## src/rtl/dmem_io_bridge_pkg.sv

```systemverilog
// Shared definitions for the data-memory / I/O bridge.
//   - FSM state encoding for the I/O access sequencer
//   - I/O register offsets (addr[3:0]) and STATUS bit positions
//   - default base of the memory-mapped I/O window
//   - status_word(): packs FIFO state into the STATUS read value
package dmem_io_bridge_pkg;

   typedef enum logic [1:0] {
      ST_IDLE,
      ST_ACCESS,
      ST_WAIT_FULL
   } state_e;

   localparam logic [31:0] IO_BASE_DEFAULT = 32'hFFFF_0000;

   localparam logic [3:0] OFS_DISPLAY = 4'h0;
   localparam logic [3:0] OFS_TX_DATA = 4'h4;
   localparam logic [3:0] OFS_STATUS  = 4'h8;

   localparam int STAT_FULL_BIT  = 0;
   localparam int STAT_EMPTY_BIT = 1;
   localparam int STAT_CNT_LSB   = 2;
   localparam int STAT_CNT_MSB   = 7;

   // STATUS = {24'b0, count[5:0], empty, full}
   function automatic logic [31:0] status_word(input logic [5:0] cnt,
                                               input logic       empty,
                                               input logic       full);
      logic [31:0] w;
      w = '0;
      w[STAT_CNT_MSB:STAT_CNT_LSB] = cnt;
      w[STAT_EMPTY_BIT]            = empty;
      w[STAT_FULL_BIT]             = full;
      return w;
   endfunction

endpackage

```

## src/rtl/dmem_io_bridge_tx_fifo.sv

```systemverilog
// tx_fifo: byte FIFO feeding the TX consumer.
//   clk/rst   : clock, synchronous active-high reset (empties the FIFO)
//   push/push_data : enqueue a byte; ignored when full
//   pop       : dequeue head; ignored when empty
//   full/empty/count : occupancy, count is log2(DEPTH)+1 bits
//   head      : current head byte, 0 while empty
module tx_fifo #(
   parameter int DEPTH = 4
) (
   input  logic                   clk,
   input  logic                   rst,
   input  logic                   push,
   input  logic [7:0]             push_data,
   input  logic                   pop,
   output logic                   full,
   output logic                   empty,
   output logic [$clog2(DEPTH):0] count,
   output logic [7:0]             head
);
   localparam int PW = $clog2(DEPTH);
   localparam int CW = PW + 1;
   localparam logic [CW-1:0] FULL_CNT = DEPTH[CW-1:0];

   logic [7:0]    mem [DEPTH];
   logic [PW-1:0] wr_ptr, rd_ptr;
   logic          push_ok, pop_ok;

   assign full    = (count == FULL_CNT);
   assign empty   = (count == '0);
   assign push_ok = push && !full;
   assign pop_ok  = pop && !empty;
   // Stale storage is never visible: head reads 0 whenever empty.
   assign head    = empty ? 8'h00 : mem[rd_ptr];

   always_ff @(posedge clk) begin
      if (push_ok) mem[wr_ptr] <= push_data;
   end

   // Pointers wrap naturally: DEPTH is a power of two.
   always_ff @(posedge clk) begin
      if (rst) begin
         wr_ptr <= '0;
         rd_ptr <= '0;
         count  <= '0;
      end else begin
         if (push_ok) wr_ptr <= wr_ptr + PW'(1);
         if (pop_ok)  rd_ptr <= rd_ptr + PW'(1);
         count <= count + CW'(push_ok) - CW'(pop_ok);
      end
   end

endmodule

```

## src/rtl/dmem_io_bridge.sv

```systemverilog
// dmem_io_bridge: routes CPU data accesses either to RAM (pass-through)
// or to a small memory-mapped I/O block (DISPLAY, TX_DATA, STATUS).
//   clk, rst            : clock, synchronous active-high reset
//   addr/write_en/read_en/data_in : request; held by requester while busy
//   data_out, busy      : response; data valid on the cycle busy is low
//   ram_*               : RAM-side request/response
//   display             : DISPLAY register
//   tx_data/tx_valid/tx_ready : TX FIFO head handshake
module dmem_io_bridge
   import dmem_io_bridge_pkg::*;
#(
   parameter logic [31:0] IO_BASE    = IO_BASE_DEFAULT,
   parameter int          FIFO_DEPTH = 4
) (
   input  logic        clk,
   input  logic        rst,
   input  logic [31:0] addr,
   input  logic        write_en,
   input  logic        read_en,
   input  logic [31:0] data_in,
   output logic [31:0] data_out,
   output logic        busy,
   output logic [31:0] ram_addr,
   output logic        ram_write_en,
   output logic        ram_read_en,
   output logic [31:0] ram_data_in,
   input  logic [31:0] ram_data_out,
   input  logic        ram_busy,
   output logic [31:0] display,
   output logic [7:0]  tx_data,
   output logic        tx_valid,
   input  logic        tx_ready
);
   localparam int CW = $clog2(FIFO_DEPTH) + 1;

   state_e        state;
   logic          io_sel, io_req, tx_wr, push, full, empty;
   logic [CW-1:0] count;
   logic [31:0]   io_rdata;

   assign io_sel = (addr[31:16] == IO_BASE[31:16]);
   assign io_req = io_sel && (write_en || read_en);
   // A write wins over a simultaneous read, so write_en alone selects the push.
   assign tx_wr  = write_en && (addr[3:0] == OFS_TX_DATA);

   // ACCESS pushes only if there is room; WAIT_FULL pushes on the first
   // cycle a slot is free (full is registered, so a pop lands one cycle earlier).
   assign push = !full && ((state == ST_ACCESS && io_sel && tx_wr) ||
                           state == ST_WAIT_FULL);

   assign ram_addr    = addr;
   assign ram_data_in = data_in;
   assign tx_valid    = !empty;

   always_comb begin
      case (addr[3:0])
         OFS_DISPLAY: io_rdata = display;
         OFS_STATUS:  io_rdata = status_word(6'(count), empty, full);
         default:     io_rdata = '0;
      endcase
   end

   always_comb begin
      ram_write_en = 1'b0;
      ram_read_en  = 1'b0;
      busy         = 1'b0;
      data_out     = '0;
      if (!io_sel) begin
         ram_write_en = write_en;
         ram_read_en  = read_en && !write_en;
         busy         = ram_busy;
         data_out     = ram_data_out;
      end else begin
         case (state)
            ST_IDLE:      busy = io_req;
            ST_ACCESS: begin
               busy     = tx_wr && full;
               data_out = io_rdata;
            end
            ST_WAIT_FULL: busy = full;
            default:      busy = 1'b0;
         endcase
      end
   end

   always_ff @(posedge clk) begin
      if (rst) begin
         state   <= ST_IDLE;
         display <= '0;
      end else begin
         case (state)
            ST_IDLE: if (io_req) state <= ST_ACCESS;
            ST_ACCESS: begin
               if (io_sel && write_en && addr[3:0] == OFS_DISPLAY) display <= data_in;
               state <= (io_sel && tx_wr && full) ? ST_WAIT_FULL : ST_IDLE;
            end
            ST_WAIT_FULL: if (!full) state <= ST_IDLE;
            default: state <= ST_IDLE;
         endcase
      end
   end

   tx_fifo #(.DEPTH(FIFO_DEPTH)) u_tx_fifo (
      .clk       (clk),
      .rst       (rst),
      .push      (push),
      .push_data (data_in[7:0]),
      .pop       (tx_ready),
      .full      (full),
      .empty     (empty),
      .count     (count),
      .head      (tx_data)
   );

endmodule

```

## config.mk

```make
export PLATFORM = sky130hd
export DESIGN_NAME = dmem_io_bridge
export DESIGN_NICKNAME = d
export VERILOG_FILES = /design/src/rtl/dmem_io_bridge_pkg.sv /design/src/rtl/dmem_io_bridge_tx_fifo.sv /design/src/rtl/dmem_io_bridge.sv
export SDC_FILE = /design/constraint.sdc
export NUM_CORES = 1
export LEC_CHECK = 0
export BUFFER_PORTS_ARGS = -buffer_cell sky130_fd_sc_hd__buf_2
export CAP_MARGIN = 40
export CORE_UTILIZATION = 49
export DETAILED_ROUTE_END_ITERATION = 12
export GPL_TIMING_DRIVEN = 0
export PLACE_DENSITY = 0.92
export SLEW_MARGIN = 0
export SYNTH_ARGS = -nofsm -noshare
export SYNTH_HDL_FRONTEND = slang
export SYNTH_SLANG_ARGS = --single-unit
```

## constraint.sdc

```tcl
create_clock -name clk -period 7.5 [get_ports clk]
set_input_delay 2.25 -clock clk [delete_from_list [all_inputs] [get_ports clk]]
set_output_delay 2.25 -clock clk [all_outputs]
set_load 0.1 [all_outputs]
```

==> flow_summary.toml, run 1 <==
[setup_path]
crit_required_ns = 5.25
criticalPathCategory = "input port to output pin"
ff2ff_setup_slack_ns = 4.48
critPathLaunchType = "input port"
r2r_cells = 11
end_kind = "output pin"
timing.rr.start = "state[1]"
worstPathArrival_ns = 5.00
cp_max_fo = 10
r2r-end = "u_tx_fifo.count[2]"

[placement]
dp.cells = 749
dpl_cell_area_sq_mm = 0.00565
hpwl_mm = 10.2
gp_congestion = 0.915
port_buffers = 226

[sta]
tightest_slew_ns = 0.763
maxSlewViolCount = 0
hold_ws_ns = 0.480
max_freq_ghz = 0.138
finalSetupViolations = 0
finalHoldViolations = 0
finClkSkew_ns = 0.0118
rsz0062_at_grt = "false"
layout_min_cycle_time_ns = 7.25
maxSlewHeadroom = 0.492
fin_crit_sh = 0.967

[hold_path]
hold_path.class = "register to register"
holdPathStages = 2
hp-start = "display[1]"
min_to = "display[1]"

[floorplanning]
rows = 34
io-pin-count = 242
die_area_sq_mm = 0.00932
fp.dieW_microns = 96.6
coreArea_sq_mm = 0.00868
start_util = 0.505
die_y_microns = 96.6

[synthesis]
yosys_warnings = 0
synth_cells = 415
synth_top_family_by_area = "compound AO/OA/AOI/OAI gates"
synth_compound_area_frac = 0.201
synth-adder-area-share = 0.0217
syn_nets = 524
netlist.area_leader.share = 0.219
synth.distinct_cells = 49
ys_seq_elements = 75
synth_top_area_cell = "edfxtp_1"
synth_flop_cell = "dfxtp_1"
ys_seq_area_frac = 0.416
yosys.area_share.simple = 0.139
synth_xor_area_frac = 0.00800
syn-mean-instance-area_sq_um = 10.6
muxShareOfSynthArea = 0.0563
synthTopCellsByArea = "edfxtp_1 (22%), dfxtp_1 (20%), buf_4 (11%)"
synth-edff-count = 32
async_flop_share = 0
syn_area_sq_mm = 0.00438

[pwr]
switching_power_mw = 0.750
ir_drop_v = 0.000155
p_sw_frac = 0.484
pwr_density_cell_mw_per_mm2 = 264
power_frac_comb = 0.484
p_leak_nw = 2.58
seqPwrFrac = 0.296
p_int_mw = 0.801
clockPowerShare = 0.220

[clock_network]
clk_pin_slew_ns = 0.07
root_buffer = "clkbuf_8"
cts_hold_buf = 0
htree_levels = 3
post_cts_buffers = 0
clockBufferDepth = 2
insertion_delay_ns = 0.35
ctsResizeCount = 0
cts_tree = "done"
cts-buffers-inserted = 9
cts.sinks = 75

[cells_and_area]
post-route-cell-area_sq_mm = 0.00586
layout_commonest_cell = "buf_2"
layout_common_cells = "buf_2 (230), buf_4 (64), dfxtp_1 (43)"
finalNonFillerCells = 765
antenna_cells = 0
fin_nets = 761
drive_above_1_share = 0.548
fin_util = 0.676
area_growth_pct = 33.8

[drt]
viasPerCell = 5.56
first_pass_iters = 5
final_antenna_net_count = 0
wirelength_mm = 13.2
vias = 4250
avgRoutedWirePerCell_microns = 17.3
remaining_drc_errors = 0
drt_iter0_drc = 207

[run]
maxCapViolCount = 0

[global_routing]
grt_pass1_wl_mm = 19.3
grt_overflow = 0
grt_use_total = 0.281
first_global_vias = 3957
antenna_found_initial = 0
grt_start_max_net_pins = 14

[outcome]
status = "finished, final reports clean"
cell usage after synthesis (all sizes together) (2+ instances only):
| master | n |
|---|---|
| mux2 | 5 |
| nor2 | 8 |
| nand4 | 38 |
| or4 | 5 |
| and3 | 7 |
| xor2 | 2 |
| dfxtp | 43 |
| a22o | 27 |
| o21ai | 6 |
| and2 | 11 |
| nor2b | 2 |
| nand3 | 2 |
| clkbuf | 30 |
| a21oi | 32 |
| mux4 | 8 |
| xnor2 | 2 |
| o31ai | 32 |
| nand2 | 12 |
| nor3 | 3 |
| edfxtp | 32 |
| ha | 6 |
| nor4 | 3 |
| buf | 73 |
| or3 | 2 |
| inv | 8 |
power groups by stage:
stage | clock network, mW | registers (mW) | logic [mW]
after global placement | 0 | 0.466 | 0.740
after global routing | 0.358 | 0.461 | 0.787
after CTS | 0.343 | 0.458 | 0.754
after detailed placement | 0 | 0.467 | 0.752
final | 0.342 | 0.459 | 0.751
after floorplan | 0 | 0.464 | 0.634
worst max path at each step:
stage                         from           end  depth (start not counted)
after global routing      addr[31]  data_out[13]                          7
after CTS                 addr[29]  data_out[13]                          7
final                     addr[29]  data_out[15]                          7
after floorplan           addr[23]   data_out[0]                          5
after detailed placement  addr[29]  data_out[13]                          7
after global placement    addr[31]  data_out[13]                          7
cell families after synthesis:
group,after synthesis
buf+inv,111
compound gates,104
simple gates,100
flops,75
mux,14
fa+ha+maj,7
xor+xnor,4
layer usage:
layer | GRT usage | part of all wire | vias to the layer above
li1 | - | - | 1977
met1 | 0.325 | 0.38 | 2028
met2 | 0.502 | 0.52 | 214
met3 | 0.0524 | 0.073 | 31
met4 | 0.125 | 0.028 | 0
met5 | 0 | 0 | -
worst max-delay path, stage by stage:
cell and delay [ns]:
buf_2 0.09, nand4_1 0.22, or4_1 0.67, nor4_4 0.59
clkbuf_1 0.51, a22o_1 0.23, buf_2 0.43
per-stage QoR:
stage / TNS (ns) / total power, mW / setup slack, ns
finish: 0 / 1.55 / 0.246
global route: 0 / 1.61 / 0.0720
CTS: 0 / 1.56 / 0.239
detailed placement: 0 / 1.22 / 0.241
global placement: 0 / 1.21 / 0.268
floorplan: -0.609 / 1.10 / -0.122
area by class of cell:
type	count	area [sq um]
fill	686	2810
multi-input combinational	229	1870
sequential	75	1820
timing repair buffer	226	1130
buffer	103	662
tap	108	135
clock buffer	10	128
clock inverter	6	88.8
inverter	8	30.0
registers in the layout, summed over array words and instances, names as in the netlist, named ones only:
register	cells
display	32
state	2
u_tx_fifo.count	3
u_tx_fifo.mem	32
u_tx_fifo.rd_ptr	2
u_tx_fifo.wr_ptr	2
No activity file was read; power rests on OpenSTA's default activity.
==> inputs of run 2 (changes only) <==
Settings changed: CORE_UTILIZATION 49 to 47, PLACE_DENSITY 0.92 to 0.91, SKIP_LAST_GASP from default to 1, SYNTH_HIERARCHICAL from default to 1.
==> run 2 against run 1 <==
  * Sequential power down 0.9%
  * Utilization decreased by 0.68 points
  * Worst hold slack improved by 0.020 ns
  * Final area down 5.3%
  * Setup slack improved by 0.50 ns
  * Fmax grew 7.4%
  * Synthesized cell count fell by 4.3%
  * Clock power rose by 2%
  * Register-to-register slack got worse by 0.24 ns
  * Largest power group unchanged
  * Sequential share of layout area rose by 1.8 points
  * Die area is 3.5% lower
  * Flip-flop and latch count did not move
==> flow_summary.toml, run 2 <==
[global_routing]
first_global_vias = 3875
grt_use_total = 0.293
grt_pass1_wl_mm = 19.7
grt_start_max_net_pins = 15
antenna_found_initial = 0
grt_overflow = 0

[pwr]
seqPwrFrac = 0.304
ir_drop_v = 0.000200
p_int_mw = 0.783
power_frac_comb = 0.463
p_leak_nw = 2.54
clockPowerShare = 0.233
switching_power_mw = 0.714
power.total_mw = 1.50
pwr_density_cell_mw_per_mm2 = 270
p_sw_frac = 0.477

[setup_path]
r2r_cells = 14
worstPathArrival_ns = 4.51
cp_max_fo = 10
crit_required_ns = 5.25
startpoint = "addr[31]"
r2r-end = "u_tx_fifo/count[2]"
crit_path_end = "data_out[22]"
end_kind = "output pin"
criticalPathCategory = "input port to output pin"
critPathLaunchType = "input port"
ff2ff_setup_slack_ns = 4.24
timing.rr.start = "state[1]"

[sta]
rsz0062_at_grt = "false"
fin_setup_tns_ns = 0
fin_crit_sh = 0.901
tightest_slew_ns = 0.632
maxSlewHeadroom = 0.575
finalSetupViolations = 0
max_freq_ghz = 0.148
layout_min_cycle_time_ns = 6.76
maxSlewViolCount = 0
hold_ws_ns = 0.501
finClkSkew_ns = 0.00443
finalHoldViolations = 0

[clock_network]
cts_tree = "done"
root_buffer = "clkbuf_8"
insertion_delay_ns = 0.35
post_cts_buffers = 0
ctsResizeCount = 0
htree_levels = 3
clockBufferDepth = 2
cts.sinks = 75
cts_hold_buf = 0
cts-buffers-inserted = 9
clk_pin_slew_ns = 0.08

[floorplanning]
fp.dieW_microns = 94.9
coreArea_sq_mm = 0.00830
rows = 33
start_util = 0.488
io-pin-count = 242
die_area_sq_mm = 0.00900
die_y_microns = 94.9

[synthesis]
synth-edff-count = 32
syn_nets = 506
yosys_warnings = 6
synth_top_area_cell = "edfxtp_1"
synth_cells = 397
netlist.area_leader.share = 0.237
syn-mean-instance-area_sq_um = 10.2
yosys-top-cells-count = "buf_4 (67), dfxtp_1 (43), nand4_1 (36)"
async_flop_share = 0
yosysMostFrequentCell = "buf_4"
synth_flop_cell = "dfxtp_1"
ys_seq_area_frac = 0.450
synth.distinct_cells = 39
synthTopCellsByArea = "edfxtp_1 (24%), dfxtp_1 (21%), buf_4 (12%)"
ys_seq_elements = 75
syn_area_sq_mm = 0.00405

[cells_and_area]
drive_above_1_share = 0.524
layout_common_cells = "buf_2 (230), buf_4 (67), dfxtp_1 (43)"
layout_commonest_cell = "buf_2"
n_fill_cell = 699
fin_nets = 745
post-route-cell-area_sq_mm = 0.00555
area_growth_pct = 37.0
finalNonFillerCells = 746
antenna_cells = 0
top_regs = "display x32, u_tx_fifo/mem x32, u_tx_fifo/count x3"

[drt]
avgRoutedWirePerCell_microns = 17.8
first_pass_iters = 5
vias = 4084
drt_iter0_drc = 190
viasPerCell = 5.47
final_antenna_net_count = 0
remaining_drc_errors = 0
wirelength_mm = 13.2

[hold_path]
hold_path.class = "register to register"
hp-start = "display[4]"

[placement]
gp_congestion = 0.860
hpwl_mm = 10.5
dpl_cell_area_sq_mm = 0.00533
port_buffers = 227
dp.cells = 730

[run]
maxCapViolCount = 0

[outcome]
status = "finished, final reports clean"
==> run 2: cell types whose count changed after synthesis, moves of 5 or more <==
cell	previous run	this run
mux2i_1	1	6
nor2b_1	2	11
clkbuf_1	30	20
and3_1	7	0
and2_1	11	6
o21ai_1	0	30
o31ai_2	29	1
mux2_2	5	0
==> run 2: worst min-delay path by stage <==
| stage | to | cells past startpoint |
|---|---|---|
| 3_5_place_dp | display[4] | 2 |
| 3_3_place_gp | display[4] | 2 |
| 4_1_cts | display[4] | 2 |
| 6_report | display[4] | 2 |
| 5_1_grt | display[4] | 2 |
| 2_1_floorplan | register | 2 |
==> run 2: per-layer routing <==
metal,global-route usage,up-vias,share of wire
li1,-,1879,-
met4,0.0896,0,0.018
met1,0.360,1924,0.39
met2,0.507,256,0.51
met3,0.0709,25,0.091
met5,0,-,0
==> run 2: critical path, cell delays in order <==
cell     delay (ns)
buf_2          0.11
nand4_1        0.14
nor4_1         0.61
buf_1          0.27
and2_1         0.16
buf_4          0.18
buf_4          0.20
a22o_1         0.15
buf_2          0.43
==> run 2: area by class of cell <==
cell class                 instances  area [sq um]  area share
tap                              105           131      0.0237
buffer                            98           657       0.118
timing repair buffer             228          1140       0.205
inverter                          10          37.5     0.00676
sequential                        75          1820       0.328
clock buffer                       9           124      0.0223
clock inverter                     7          98.8      0.0178
multi-input combinational        214          1540       0.278
==> run 2: cells by family after synthesis <==
logic type,count (synthesis),share of synthesized area
fa+ha+maj,7,0.0235
mux,14,0.0593
simple gates,85,0.128
buf+inv,108,0.171
flops,75,0.450
xor+xnor,3,0.00648
compound gates,105,0.162
==> run 2: stage by stage <==
| stage | setup slack [ns] | utilization |
|---|---|---|
| after floorplan | -0.294 | - |
| after global placement | 0.609 | 0.642 |
| after detailed placement | 0.780 | 0.642 |
| after CTS | 0.779 | 0.669 |
| after global routing | 0.629 | 0.669 |
| final | 0.743 | 0.669 |
==> run 2: power by group through the flow <==
stage	registers, mW	clock network, mW	logic [mW]
floorplan	0.460	0	0.585
global placement	0.463	0	0.682
detailed placement	0.465	0	0.692
CTS	0.455	0.351	0.695
global route	0.458	0.368	0.724
finish	0.455	0.349	0.692
